<file path="src/rtl/fifomem_ctrl_pkg.sv">
// Shared types and round-robin helpers for the custom_fifomem write-arbiter controller.
// Requester vectors are carried at the maximum supported width (16) and narrowed by the user.
package fifomem_ctrl_pkg;

    localparam int RR_MAX   = 16;
    localparam int RR_PTR_W = 4;

    typedef logic [RR_MAX-1:0]   rr_vec_t;
    typedef logic [RR_PTR_W-1:0] rr_ptr_t;

    // One-hot winner: first set request at or after rr_ptr, searching circularly over n entries.
    function automatic rr_vec_t rr_pick(input rr_vec_t req, input rr_ptr_t rr_ptr,
                                        input int unsigned n);
        rr_vec_t     gnt;
        logic        found;
        int unsigned idx;
        gnt   = '0;
        found = 1'b0;
        for (int unsigned i = 0; i < RR_MAX; i++) begin
            idx = (32'(rr_ptr) + i) % n;
            if (i < n && !found && req[idx[RR_PTR_W-1:0]]) begin
                gnt[idx[RR_PTR_W-1:0]] = 1'b1;
                found                  = 1'b1;
            end
        end
        return gnt;
    endfunction

    function automatic rr_ptr_t rr_next(input rr_vec_t gnt, input int unsigned n);
        int unsigned nxt;
        nxt = 0;
        for (int unsigned i = 0; i < RR_MAX; i++) begin
            if (gnt[i]) nxt = (i + 1) % n;
        end
        return nxt[RR_PTR_W-1:0];
    endfunction

endpackage

</file>
<file path="src/rtl/fifomem_wr_arbiter_ctrl_rr_arbiter.sv">
// Round-robin arbiter for the shared memory write port; owns the rotating priority pointer.
// The grant is purely combinational from req, en and rr_ptr.
module rr_arbiter
    import fifomem_ctrl_pkg::*;
#(
    parameter int NUM_REQ = 4
) (
    input  logic               clk,
    input  logic               rst,
    input  logic [NUM_REQ-1:0] req,
    input  logic               en,
    output logic [NUM_REQ-1:0] gnt
);

    localparam int unsigned N = NUM_REQ;

    rr_ptr_t rr_ptr;
    rr_vec_t req_ext;
    rr_vec_t gnt_ext;

    always_comb begin
        req_ext = '0;
        if (en) req_ext[NUM_REQ-1:0] = req;
        gnt_ext = rr_pick(req_ext, rr_ptr, N);
    end

    assign gnt = gnt_ext[NUM_REQ-1:0];

    always_ff @(posedge clk) begin
        if (rst) begin
            rr_ptr <= '0;
        end else if (|gnt_ext) begin
            rr_ptr <= rr_next(gnt_ext, N);
        end
    end

endmodule

</file>
<file path="src/rtl/fifomem_wr_arbiter_ctrl.sv">
// Single-clock controller for custom_fifomem: arbitrates producers onto the write port,
// tracks pointers/occupancy and flags the memory's registered read data one cycle after a pop.
module fifomem_wr_arbiter_ctrl
    import fifomem_ctrl_pkg::*;
#(
    parameter int DATASIZE = 8,
    parameter int ADDRSIZE = 4,
    parameter int NUM_REQ  = 4
) (
    input  logic                         clk_i,
    input  logic                         rst_i,
    input  logic [NUM_REQ-1:0]           req_i,
    input  logic [NUM_REQ*DATASIZE-1:0]  wdata_i,
    output logic [NUM_REQ-1:0]           gnt_o,
    input  logic                         pop_i,
    output logic                         pop_ack_o,
    output logic                         rvalid_o,
    output logic                         full_o,
    output logic                         empty_o,
    output logic [ADDRSIZE:0]            count_o,
    output logic                         mem_wen_o,
    output logic [ADDRSIZE-1:0]          mem_wr_addr_o,
    output logic [DATASIZE-1:0]          mem_din_o,
    output logic                         mem_ren_o,
    output logic [ADDRSIZE-1:0]          mem_rd_addr_o,
    output logic                         mem_full_o,
    output logic                         mem_empty_o
);

    localparam int DEPTH = 2 ** ADDRSIZE;
    localparam logic [ADDRSIZE:0] DEPTH_CNT = (ADDRSIZE + 1)'(DEPTH);
    localparam logic [ADDRSIZE:0] ONE       = (ADDRSIZE + 1)'(1);

    // Extra MSB is the wrap bit that separates full from empty.
    typedef logic [ADDRSIZE:0] ptr_t;

    ptr_t                wptr;
    ptr_t                rptr;
    ptr_t                wptr_nxt;
    ptr_t                rptr_nxt;
    logic                full;
    logic                empty;
    logic                push;
    logic                pop;
    logic                vld_p1;
    logic [ADDRSIZE:0]   count;
    logic [NUM_REQ-1:0]  gnt;
    logic [DATASIZE-1:0] din;

    rr_arbiter #(
        .NUM_REQ (NUM_REQ)
    ) u_arb (
        .clk (clk_i),
        .rst (rst_i),
        .req (req_i),
        .en  (~full),
        .gnt (gnt)
    );

    assign push = |gnt;
    assign pop  = pop_i & ~empty;

    always_comb begin
        din = '0;
        for (int k = 0; k < NUM_REQ; k++) begin
            if (gnt[k]) din = din | wdata_i[k*DATASIZE +: DATASIZE];
        end
    end

    always_comb begin
        wptr_nxt = push ? wptr + ONE : wptr;
        rptr_nxt = pop  ? rptr + ONE : rptr;
    end

    // p0 -> p1: pointers, flags and occupancy; pop registered as the read-valid.
    always_ff @(posedge clk_i) begin
        if (rst_i) begin
            wptr   <= '0;
            rptr   <= '0;
            count  <= '0;
            empty  <= 1'b1;
            full   <= 1'b0;
            vld_p1 <= 1'b0;
        end else begin
            wptr   <= wptr_nxt;
            rptr   <= rptr_nxt;
            empty  <= (wptr_nxt == rptr_nxt);
            full   <= (wptr_nxt[ADDRSIZE] != rptr_nxt[ADDRSIZE]) &&
                      (wptr_nxt[ADDRSIZE-1:0] == rptr_nxt[ADDRSIZE-1:0]);
            vld_p1 <= pop;
            case ({push, pop})
                2'b10:   count <= count + ONE;
                2'b01:   count <= count - ONE;
                default: count <= count;
            endcase
        end
    end

    assign gnt_o         = gnt;
    assign pop_ack_o     = pop;
    assign rvalid_o      = vld_p1;
    assign full_o        = full;
    assign empty_o       = empty;
    assign count_o       = count;
    assign mem_wen_o     = push;
    assign mem_wr_addr_o = wptr[ADDRSIZE-1:0];
    assign mem_din_o     = din;
    assign mem_ren_o     = pop;
    assign mem_rd_addr_o = rptr[ADDRSIZE-1:0];
    assign mem_full_o    = full;
    assign mem_empty_o   = empty;

    a_gnt_onehot:  assert property (@(posedge clk_i) disable iff (rst_i) $onehot0(gnt));
    a_no_push_full: assert property (@(posedge clk_i) disable iff (rst_i) !(push && full));
    a_no_pop_empty: assert property (@(posedge clk_i) disable iff (rst_i) !(pop && empty));
    a_count_max:   assert property (@(posedge clk_i) disable iff (rst_i) count <= DEPTH_CNT);
    a_count_ptr:   assert property (@(posedge clk_i) disable iff (rst_i) count == ptr_t'(wptr - rptr));

endmodule

</file>
<file path="config.mk">
export PLATFORM = sky130hd
export DESIGN_NAME = fifomem_wr_arbiter_ctrl
export DESIGN_NICKNAME = d
export VERILOG_FILES = /design/src/rtl/fifomem_ctrl_pkg.sv /design/src/rtl/fifomem_wr_arbiter_ctrl_rr_arbiter.sv /design/src/rtl/fifomem_wr_arbiter_ctrl.sv
export SDC_FILE = /design/constraint.sdc
export NUM_CORES = 1
export LEC_CHECK = 0
export CAP_MARGIN = 20
export CORE_AREA = 2 2 68 70
export CTS_CLUSTER_SIZE = 8
export DETAILED_ROUTE_END_ITERATION = 10
export DIE_AREA = 0 0 70 72
export PLACE_DENSITY = 0.73
export SLEW_MARGIN = 15
export SYNTH_ARGS = -nofsm -noshare
export SYNTH_HDL_FRONTEND = slang
export SYNTH_HIERARCHICAL = 1
export SYNTH_SLANG_ARGS = --single-unit
export TNS_END_PERCENT = 5
</file>
<file path="constraint.sdc">
create_clock -name clk_i -period 13.4 [get_ports clk_i]
set_input_delay 2.68 -clock clk_i [delete_from_list [all_inputs] [get_ports clk_i]]
set_output_delay 2.68 -clock clk_i [all_outputs]
set_load 0.01 [all_outputs]
</file>
After elaboration in Yosys (flattened, before gate mapping). Cells that the tools add are included. W data, S select, Z words.

Bits in registers: 20.

Reductions and logical operators: 14. Mux-type cells: 47. Eq/ne operators: 5. Magnitude comparators: 8. Add/sub/neg operators: 7. Bitwise operators: 8.

Operator list (number): $mux W16 (3); $or A16 B4 Y16 (3); $mux W8 (4); $mux W2 (15); $or A8 B8 Y8 (3); $lt A2 B5 Y1 const B (4); $reduce_or A16 Y1 (1); $add A5 B1 Y5 const B (3); $mux W1 (12); $mux W5 (2); $pmux W5 S2 (1); $bmux W1 S2 (4); $demux W1 S2 (4); $ge A2 B1 Y1 const B (4); $logic_and A1 B1 Y1 (8); $mux W4 (2); $eq A5 B5 Y1 (1); $sub A5 B1 Y5 const B (1); $add A2 B2 Y2 const B (2); $eq A4 B4 Y1 (1); $reduce_or A4 Y1 (1); $logic_not A1 Y1 (3); $add A2 B1 Y2 const B (1); $eq A2 B1 Y1 const B (1); other kinds (5) (5).

Depth between registers and ports, before layout. Gate-level depths: netlist (run 1).

Depth after elaboration: 29. Depth in mapped cells: 19. Mapped depth without buffers: 16.

Cells and area by module. The synthesis (run 1) kept the hierarchy.

Modules (own cells, without submodules): fifomem_wr_arbiter_ctrl (instances 1, seq. area each 360.3 um^2, cells an instance 139, area each 1218.7 um^2); rr_arbiter (instances 1, seq. area each 40.0 um^2, cells an instance 60, area each 511.7 um^2).

Worst setup path before layout (run 1). Ideal clock, no wire load.

Path kind: input port to output port. From: in req_i[0]. To: out mem_wen_o. Data required time: 10720 ps. Arrival time: 4383 ps. Cell stages on the path: 8. Buffers on the path: 1. Path slack: 6337 ps. Cell sequence: and3b_2 o21ai_1 a21bo_2 a222oi_1 nand2_1 buf_4 nor4_4 inv_1.

Cells in the longest elaborated chain, start to end: 14. Elaborated cells on any way between the ends: 26. Classes of those cells: mux (16); bitwise (3); reduce/logical (7).

Ends and longest elaborated chain: start, declared (RTL line fifomem_wr_arbiter_ctrl.sv:12) `input logic [NUM_REQ-1:0] req_i,`; $mux W4 * (RTL line fifomem_wr_arbiter_ctrl_rr_arbiter.sv:23) `if (en) req_ext[NUM_REQ-1:0] = req;`; $bmux W1 S2 (RTL line fifomem_ctrl_pkg.sv:21) `if (i < n && !found && req[idx[RR_PTR_W-1:0]]) begin`; $mux W1 (implied by the code) (RTL line fifomem_ctrl_pkg.sv:21); $mux W1 (RTL line fifomem_ctrl_pkg.sv:21); $logic_not A1 Y1 (RTL line fifomem_ctrl_pkg.sv:21); $logic_and A1 B1 Y1 (RTL line fifomem_ctrl_pkg.sv:21); $mux W1 (RTL line fifomem_ctrl_pkg.sv:21); $logic_not A1 Y1 (RTL line fifomem_ctrl_pkg.sv:21); $logic_and A1 B1 Y1 (RTL line fifomem_ctrl_pkg.sv:21); $mux W1 (RTL line fifomem_ctrl_pkg.sv:21); $logic_not A1 Y1 (RTL line fifomem_ctrl_pkg.sv:21); $logic_and A1 B1 Y1 (RTL line fifomem_ctrl_pkg.sv:21); $mux W16 * (RTL line fifomem_ctrl_pkg.sv:21); net gnt_o[1] (RTL line fifomem_wr_arbiter_ctrl.sv:14) `output logic [NUM_REQ-1:0] gnt_o,`; $reduce_or A4 Y1 * (RTL line fifomem_wr_arbiter_ctrl.sv:60) `assign push = |gnt;`; end, declared (RTL line fifomem_wr_arbiter_ctrl.sv:21) `output logic mem_wen_o,`.

The timed path passes the listed nets; every way through them passes the cells marked *. The select of a mux whose other input is x is not followed.

Worst setup path in the final report (run 1).
From: in req_i[2]. To: out mem_wen_o.

Cells in the longest elaborated chain, start to end: 14. Elaborated cells on any way between the ends: 26. Classes of those cells: mux (16); bitwise (3); reduce/logical (7).

Ends and longest elaborated chain (RTL line): $mux W4 * (fifomem_wr_arbiter_ctrl_rr_arbiter.sv:23); $bmux W1 S2 (fifomem_ctrl_pkg.sv:21); $mux W1 (implied by the code) (fifomem_ctrl_pkg.sv:21); $mux W1 (fifomem_ctrl_pkg.sv:21); $logic_not A1 Y1 (fifomem_ctrl_pkg.sv:21); $logic_and A1 B1 Y1 (fifomem_ctrl_pkg.sv:21); $mux W1 (fifomem_ctrl_pkg.sv:21); $logic_not A1 Y1 (fifomem_ctrl_pkg.sv:21); $logic_and A1 B1 Y1 (fifomem_ctrl_pkg.sv:21); $mux W1 (fifomem_ctrl_pkg.sv:21); $logic_not A1 Y1 (fifomem_ctrl_pkg.sv:21); $logic_and A1 B1 Y1 (fifomem_ctrl_pkg.sv:21); $mux W16 * (fifomem_ctrl_pkg.sv:21); $reduce_or A4 Y1 * (fifomem_wr_arbiter_ctrl.sv:60).

Mark *: on every way between the ends. The rest lies on a longest branch, timed or not. The select of a mux whose other input is x is not followed.

==> flow_summary_export.csv, run 1 <==
group,metric,value,unit
outcome,status,"complete, no violations",
sta,fin_tns_setup,0,ps
synthesis,synth_top_flop_cell,"dfxtp_1",
sta,finalHoldViolations,0,
synthesis,ys_seq_area_share,23.1,%
final_layout,final_util,56.6,%
synthesis,syn-cell-area,0.00173,mm^2
synthesis,synthCells,199,
final_layout,finalNonFillerCells,305,
synthesis,syn-num-nets,251,
critical_path,r2r_slack,8440,ps
detailed_routing,drt_iter0_markers,122,
sta,fin_ws,5070,ps
critical_path,r2r_start,"u_arb/rr_ptr[0]$_SDFFE_PP0P_",
synthesis,yosys-top-cells-area,"dfxtp_1 (23%), ha_1 (9.4%), a22oi_1 (7.4%), buf_4 (5.2%), xor2_1 (4.6%)",
synthesis,yosys.area.top_type,"dfxtp_1",
grt,track_usage,16.4,%
placement,gp_congestion,0.847,
placement,dp_hpwl,3140,um
detailed_routing,ant_nets,0,
sta,period_share,62.2,%
synthesis,synthMuxAreaShare,4.12,%
synthesis,syn_area_per_cell,8.70,um^2
synthesis,synthSimpleGateAreaFrac,23.1,%
floorplanning,coreArea,0.00426,mm^2
sta,setup_viol,0,
power_and_ir_drop,peakVddDrop,0.0000980,V
cts,cts_tree,"done",
cts,cts_hold_buffers,0,
floorplanning,rows,24,
power_and_ir_drop,swShare,42.6,%
grt,antenna_found_initial,0,
synthesis,synth.distinct_cells,53,
synthesis,synth_async_sr_flop_share,0,%
floorplanning,fp.dieH,72,um
sta,final.setup_skew,4.99,ps
grt,grt_start_max_net_pins,17,
sta,rsz0062_at_grt,"no",
detailed_routing,vias,1626,
detailed_routing,drt_pass1_iterations,5,
grt,met1_usage,19.7,%
critical_path,endpoint_kind,"primary output",
cts,clock-sinks,20,
min_path,holdPathStages,2,
synthesis,synth_top_family_by_area,"simple AND/OR/NAND/NOR gates",
placement,dp.cells,301,
synthesis,synth-edff-count,0,
min_path,hold_class,"reg -> reg",
synthesis,synth_xor_xnor_area_share,9.04,%
cts,postCtsSetupBuffers,0,
cts,htree_levels,1,
synthesis,synthAdderAreaFrac,9.40,%
grt,met3_usage,2.36,%
cts,cts_max_path_buffers,2,
synthesis,synth_common_cells,"dfxtp_1 (20), a22oi_1 (17), nand2_1 (17), nor2_1 (14), ha_1 (13)",
floorplanning,die-area,0.00504,mm^2
cts,cts_resized,0,
detailed_routing,wirelength,4150,um
critical_path,crit_required,10720,ps
sta,holdWs,494,ps
critical_path,arrival,5650,ps
floorplanning,die_x,70,um
min_path,min_from,"count_o[4]$_SDFFE_PP0P_",
detailed_routing,drc,0,
sta,slew_violations,0,
cts,cts-root-buf,"clkbuf_8",
power_and_ir_drop,switchingPower,207,uW
synthesis,synth_compound_area_share,21.6,%
grt,grt_pass1_wl,7010,um
sta,min_period,8330,ps
power_and_ir_drop,p_int,278,uW
power_and_ir_drop,power_frac_seq,19.5,%
detailed_routing,wl_per_cell,13.6,um
floorplanning,start_util,40.6,%
run,maxCapViolCount,0,
final_layout,antenna_cells,0,
critical_path,startpoint_type,"primary input",
cts,clk_pin_slew,70,ps
grt,grt_pass1_vias,1614,
final_layout,fillerInstances,409,
grt,grt.busiest_layer,"met2",
final_layout,syn2layout_area_growth,39.5,%
sta,clock.fmax,120,MHz
grt,grt-ovfl-total,0,
synthesis,ys_ff_latch,20,
floorplanning,io-pin-count,72,
detailed_routing,viasPerCell,5.33,
critical_path,crit_start,"req_i[2]",
power_and_ir_drop,pwr-share-clk,9.5,%
sta,relSlewSlack,54.5,%
cts,cts_buffers,3,
power_and_ir_drop,combPwrFrac,71.0,%
power_and_ir_drop,power.leakage,0.983,nW
critical_path,reg2reg_depth,16,
cts,clock_latency,260,ps
critical_path,cp_max_fo,12,
synthesis,synth_warnings,6,
final_layout,final_layout_size_suffix_gt1_share,6.72,%
synthesis,synth.top_cell.area_share,23.1,%
placement,io_buffers,71,
synthesis,yosysMostFrequentCell,"dfxtp_1",
placement,pre_cts_slack,5100,ps
grt,grtUsageMet2,30.2,%
sta,worstMarginPinSlew,681,ps
power_and_ir_drop,power-per-cell-area,201,mW/mm^2
critical_path,worstSetupPathType,"in -> out",
final_layout,fin_nets,306,
==> worst paths after layout <==
path | end
min | count_o[4]$_SDFFE_PP0P_
min reg2reg | count_o[4]$_SDFFE_PP0P_
max reg2reg | count_o[4]$_SDFFE_PP0P_
max | mem_wen_o
==> state kept, by name, indices dropped and copies added, names as in the netlist <==
name	cells
full_o	1
u_arb/rr_ptr	2
count_o	5
rptr	5
wptr	5
empty_o	1
rvalid_o	1
==> kinds of logic (layout without fill, tap and decap cells) <==
kind of cell	after synthesis	in the layout
muxes	7	7
buffers and inverters	26	80
adders and majority gates	13	13
xor gates and xnor gates	17	17
DFF	20	20
AOI/OAI and AO/OA	48	48
and+or+nand+nor	68	68
==> area by class of cell <==
class,instances,area (um^2),share of cell area [%]
clock buffers,4,55.1,2.28
inverters,5,18.8,0.778
multi-input cells,153,1160,48.2
flip-flops and latches,20,400,16.6
well taps,52,65.1,2.70
repair buffers,71,711,29.4
==> power by group through the flow <==
stage	logic, mW	registers, mW	clock network, mW
5_1_grt	0.380	0.0972	0.0495
6_report	0.345	0.0945	0.0463
3_3_place_gp	0.345	0.0958	0
4_1_cts	0.348	0.0946	0.0476
3_5_place_dp	0.347	0.0956	0
2_1_floorplan	0.232	0.0930	0
==> cells in the final DEF, fill, tap and decap left out, types with 2 or more instances in the layout <==
master,instances
a21oi_2,2
nor2_1,14
xnor2_1,7
o21a_1,3
a21oi_1,3
inv_1,5
or3_1,2
nand4_1,2
and3b_1,3
nand3b_1,3
o211ai_1,2
clkdlybuf4s50_1,71
a22oi_1,17
dfxtp_1,20
clkbuf_8,4
a222oi_1,2
mux2i_1,6
and2_1,5
nand3_1,8
nor3b_1,3
a21o_1,2
o21ai_0,3
nand2_1,17
nand2b_1,2
xor2_1,9
ha_1,13
==> worst max-delay path, stage by stage <==
cell	delay, ps
clkdlybuf4s50_1	570
and3b_2	250
o21ai_1	100
a21bo_2	250
a222oi_1	310
nand2_1	370
nor4_4	550
inv_1	80
clkdlybuf4s50_1	490
==> metrics by stage <==
step                      total power [mW]  instance area [um^2]
after floorplan                      0.325                  1730
after global placement               0.441                  2360
after detailed placement             0.442                  2360
after CTS                            0.491                  2410
after global routing                 0.527                  2410
final                                0.485                  2410
==> layer usage <==
| layer | wire length (um) | share of wire, % |
|---|---|---|
| met1 | 1850 | 45 |
| met2 | 2020 | 49 |
| met3 | 232 | 5.6 |
| met4 | 48 | 1.2 |
| met5 | 0 | 0 |
No activity file was read; power rests on OpenSTA's default activity.
==> run 2, diff against run 1 <==
Settings changed: CORE_AREA 2 2 68 70 to 2 2 70 72, DIE_AREA 0 0 70 72 to 0 0 72 74, PLACE_DENSITY 0.73 to 0.72.
Clock period 13.4 ns to 6.9 ns, I/O delays scaled along.
==> flow_summary_export.csv, run 2 (synthesized netlist as in run 1, its figures left out) <==
group,metric,value,unit
cts,cts_tree,"done",
critical_path,startpoint_type,"primary input",
sta,min_period,5690,ps
critical_path,endpoint_kind,"primary output",
run,maxCapViolCount,0,
grt,grt_pass1_vias,1445,
floorplanning,start_util,37.6,%
cts,cts_max_path_buffers,2,
detailed_routing,drt_iter0_markers,106,
sta,rsz0062_at_grt,"no",
floorplanning,rows,25,
cts,clk_pin_slew,80,ps
power_and_ir_drop,peakVddDrop,0.000175,V
grt,antenna_found_initial,0,
critical_path,path_cells,"clkdlybuf4s50_1, and4bb_2, o21ai_1, a21bo_2, a222oi_1, nand2_1, nor4_4, inv_1, clkdlybuf4s50_1",
outcome,status,"complete, no violations",
cts,cts_resized,0,
final_layout,most-common-layout-cells,"clkdlybuf4s50_1 (71), dfxtp_1 (20), a22oi_1 (17), nand2_1 (17), nor2_1 (14)",
cts,cts_buffers,3,
power_and_ir_drop,power.leakage,0.983,nW
final_layout,syn2layout_area_growth,39.6,%
final_layout,area.sequential,400,um^2
floorplanning,die_x,72,um
power_and_ir_drop,total_power,948,uW
critical_path,crit_required,5520,ps
cts,postCtsSetupBuffers,0,
cts,cts_hold_buffers,0,
detailed_routing,drc,0,
detailed_routing,drt_pass1_iterations,4,
detailed_routing,wirelength,4200,um
power_and_ir_drop,power-per-cell-area,392,mW/mm^2
min_path,hold_class,"reg -> reg",
grt,grt_start_max_net_pins,17,
placement,gp_congestion,0.793,
final_layout,antenna_cells,0,
floorplanning,coreArea,0.00460,mm^2
grt,grt-ovfl-total,0,
sta,period_share,82.4,%
detailed_routing,ant_nets,0,
sta,relSlewSlack,51.2,%
final_layout,fin_nets,306,
floorplanning,die-area,0.00533,mm^2
critical_path,max_stage_delay,560,ps
sta,setup_viol,0,
sta,slew_violations,0,
detailed_routing,viasPerCell,5.34,
cts,clock-sinks,20,
grt,grt_pass1_wl,6510,um
sta,finalHoldViolations,0,
critical_path,cp_max_fo,12,
floorplanning,io-pin-count,72,
final_layout,final_layout_size_suffix_gt1_share,6.72,%
final_layout,fillerInstances,441,
detailed_routing,wl_per_cell,13.7,um
critical_path,path_common_cell,"clkdlybuf4s50_1",
final_layout,final_common_cell,"clkdlybuf4s50_1",
critical_path,arrival,4310,ps
sta,clock.fmax,176,MHz
sta,fin_tns_setup,0,ps
sta,final.setup_skew,2.38,ps
cts,clock_latency,260,ps
critical_path,worstSetupPathType,"in -> out",
grt,track_usage,15.2,%
placement,dp_hpwl,3150,um
cts,htree_levels,1,
detailed_routing,vias,1639,
floorplanning,fp.dieH,74,um
cts,cts-root-buf,"clkbuf_8",
final_layout,multi_input_area,0.00116,mm^2
sta,worstMarginPinSlew,730,ps
critical_path,cpMaxStageDelayCell,"clkdlybuf4s50_1",
placement,io_buffers,71,
[run 2: cell counts in the layout (fill, tap and decap cells not counted)]
No cell type changed its count.
[run 2: critical path: cells and delay by family]
family / cells / cell delay [ps]
AOI/OAI and AO/OA: 3 / 620
and+or+nand+nor: 3 / 1170
buffers and inverters: 3 / 1130
[run 2: final timing paths]
kind                                                   start                       to  slack, ps  cells after the start
worst max-delay path                                req_i[1]                mem_wen_o       1210                      9
worst min register to register       count_o[4]$_SDFFE_PP0P_  count_o[4]$_SDFFE_PP0P_        490                      2
worst min-delay path                 count_o[4]$_SDFFE_PP0P_  count_o[4]$_SDFFE_PP0P_        490                      2
worst max register to register  u_arb/rr_ptr[0]$_SDFFE_PP0P_  count_o[4]$_SDFFE_PP0P_       1910                     16
[run 2: layout make-up]
cell class | count | area share (%)
clock buffers | 4 | 2.28
inverters | 5 | 0.777
multi-input cells | 153 | 48.2
flip-flops and latches | 20 | 16.6
well taps | 54 | 2.80
repair buffers | 71 | 29.4
[run 2: power by group]
group / leakage, nW / internal (mW) / total [mW] / switching, mW
clock network: 0.0288 / 0.0509 / 0.0924 / 0.0415
logic: 0.791 / 0.346 / 0.671 / 0.325
registers: 0.163 / 0.144 / 0.184 / 0.0402
total: 0.983 / 0.541 / 0.948 / 0.407
[run 2: routing by layer]
metal	vias up	routed length (um)	global-route usage, %	part of all wire [%]
met4	0	53	5.03	1.3
met5	-	0	0	0
met2	62	1860	26.0	44
met1	752	1960	19.5	47
li1	820	-	-	-
met3	5	328	2.98	7.8
[run 2: metrics by stage]
step / instance area, um^2 / utilization (%) / setup slack [ps] / hold WS [ps] / cells
after floorplan: 1730 / - / 2170 / 487 / 199
after global placement: 2360 / 51.3 / 1240 / 467 / 303
after detailed placement: 2360 / 51.3 / 1150 / 487 / 303
after CTS: 2420 / 52.5 / 1150 / 498 / 307
after global routing: 2420 / 52.5 / 922 / 521 / 307
final: 2420 / 52.5 / 1210 / 494 / 307
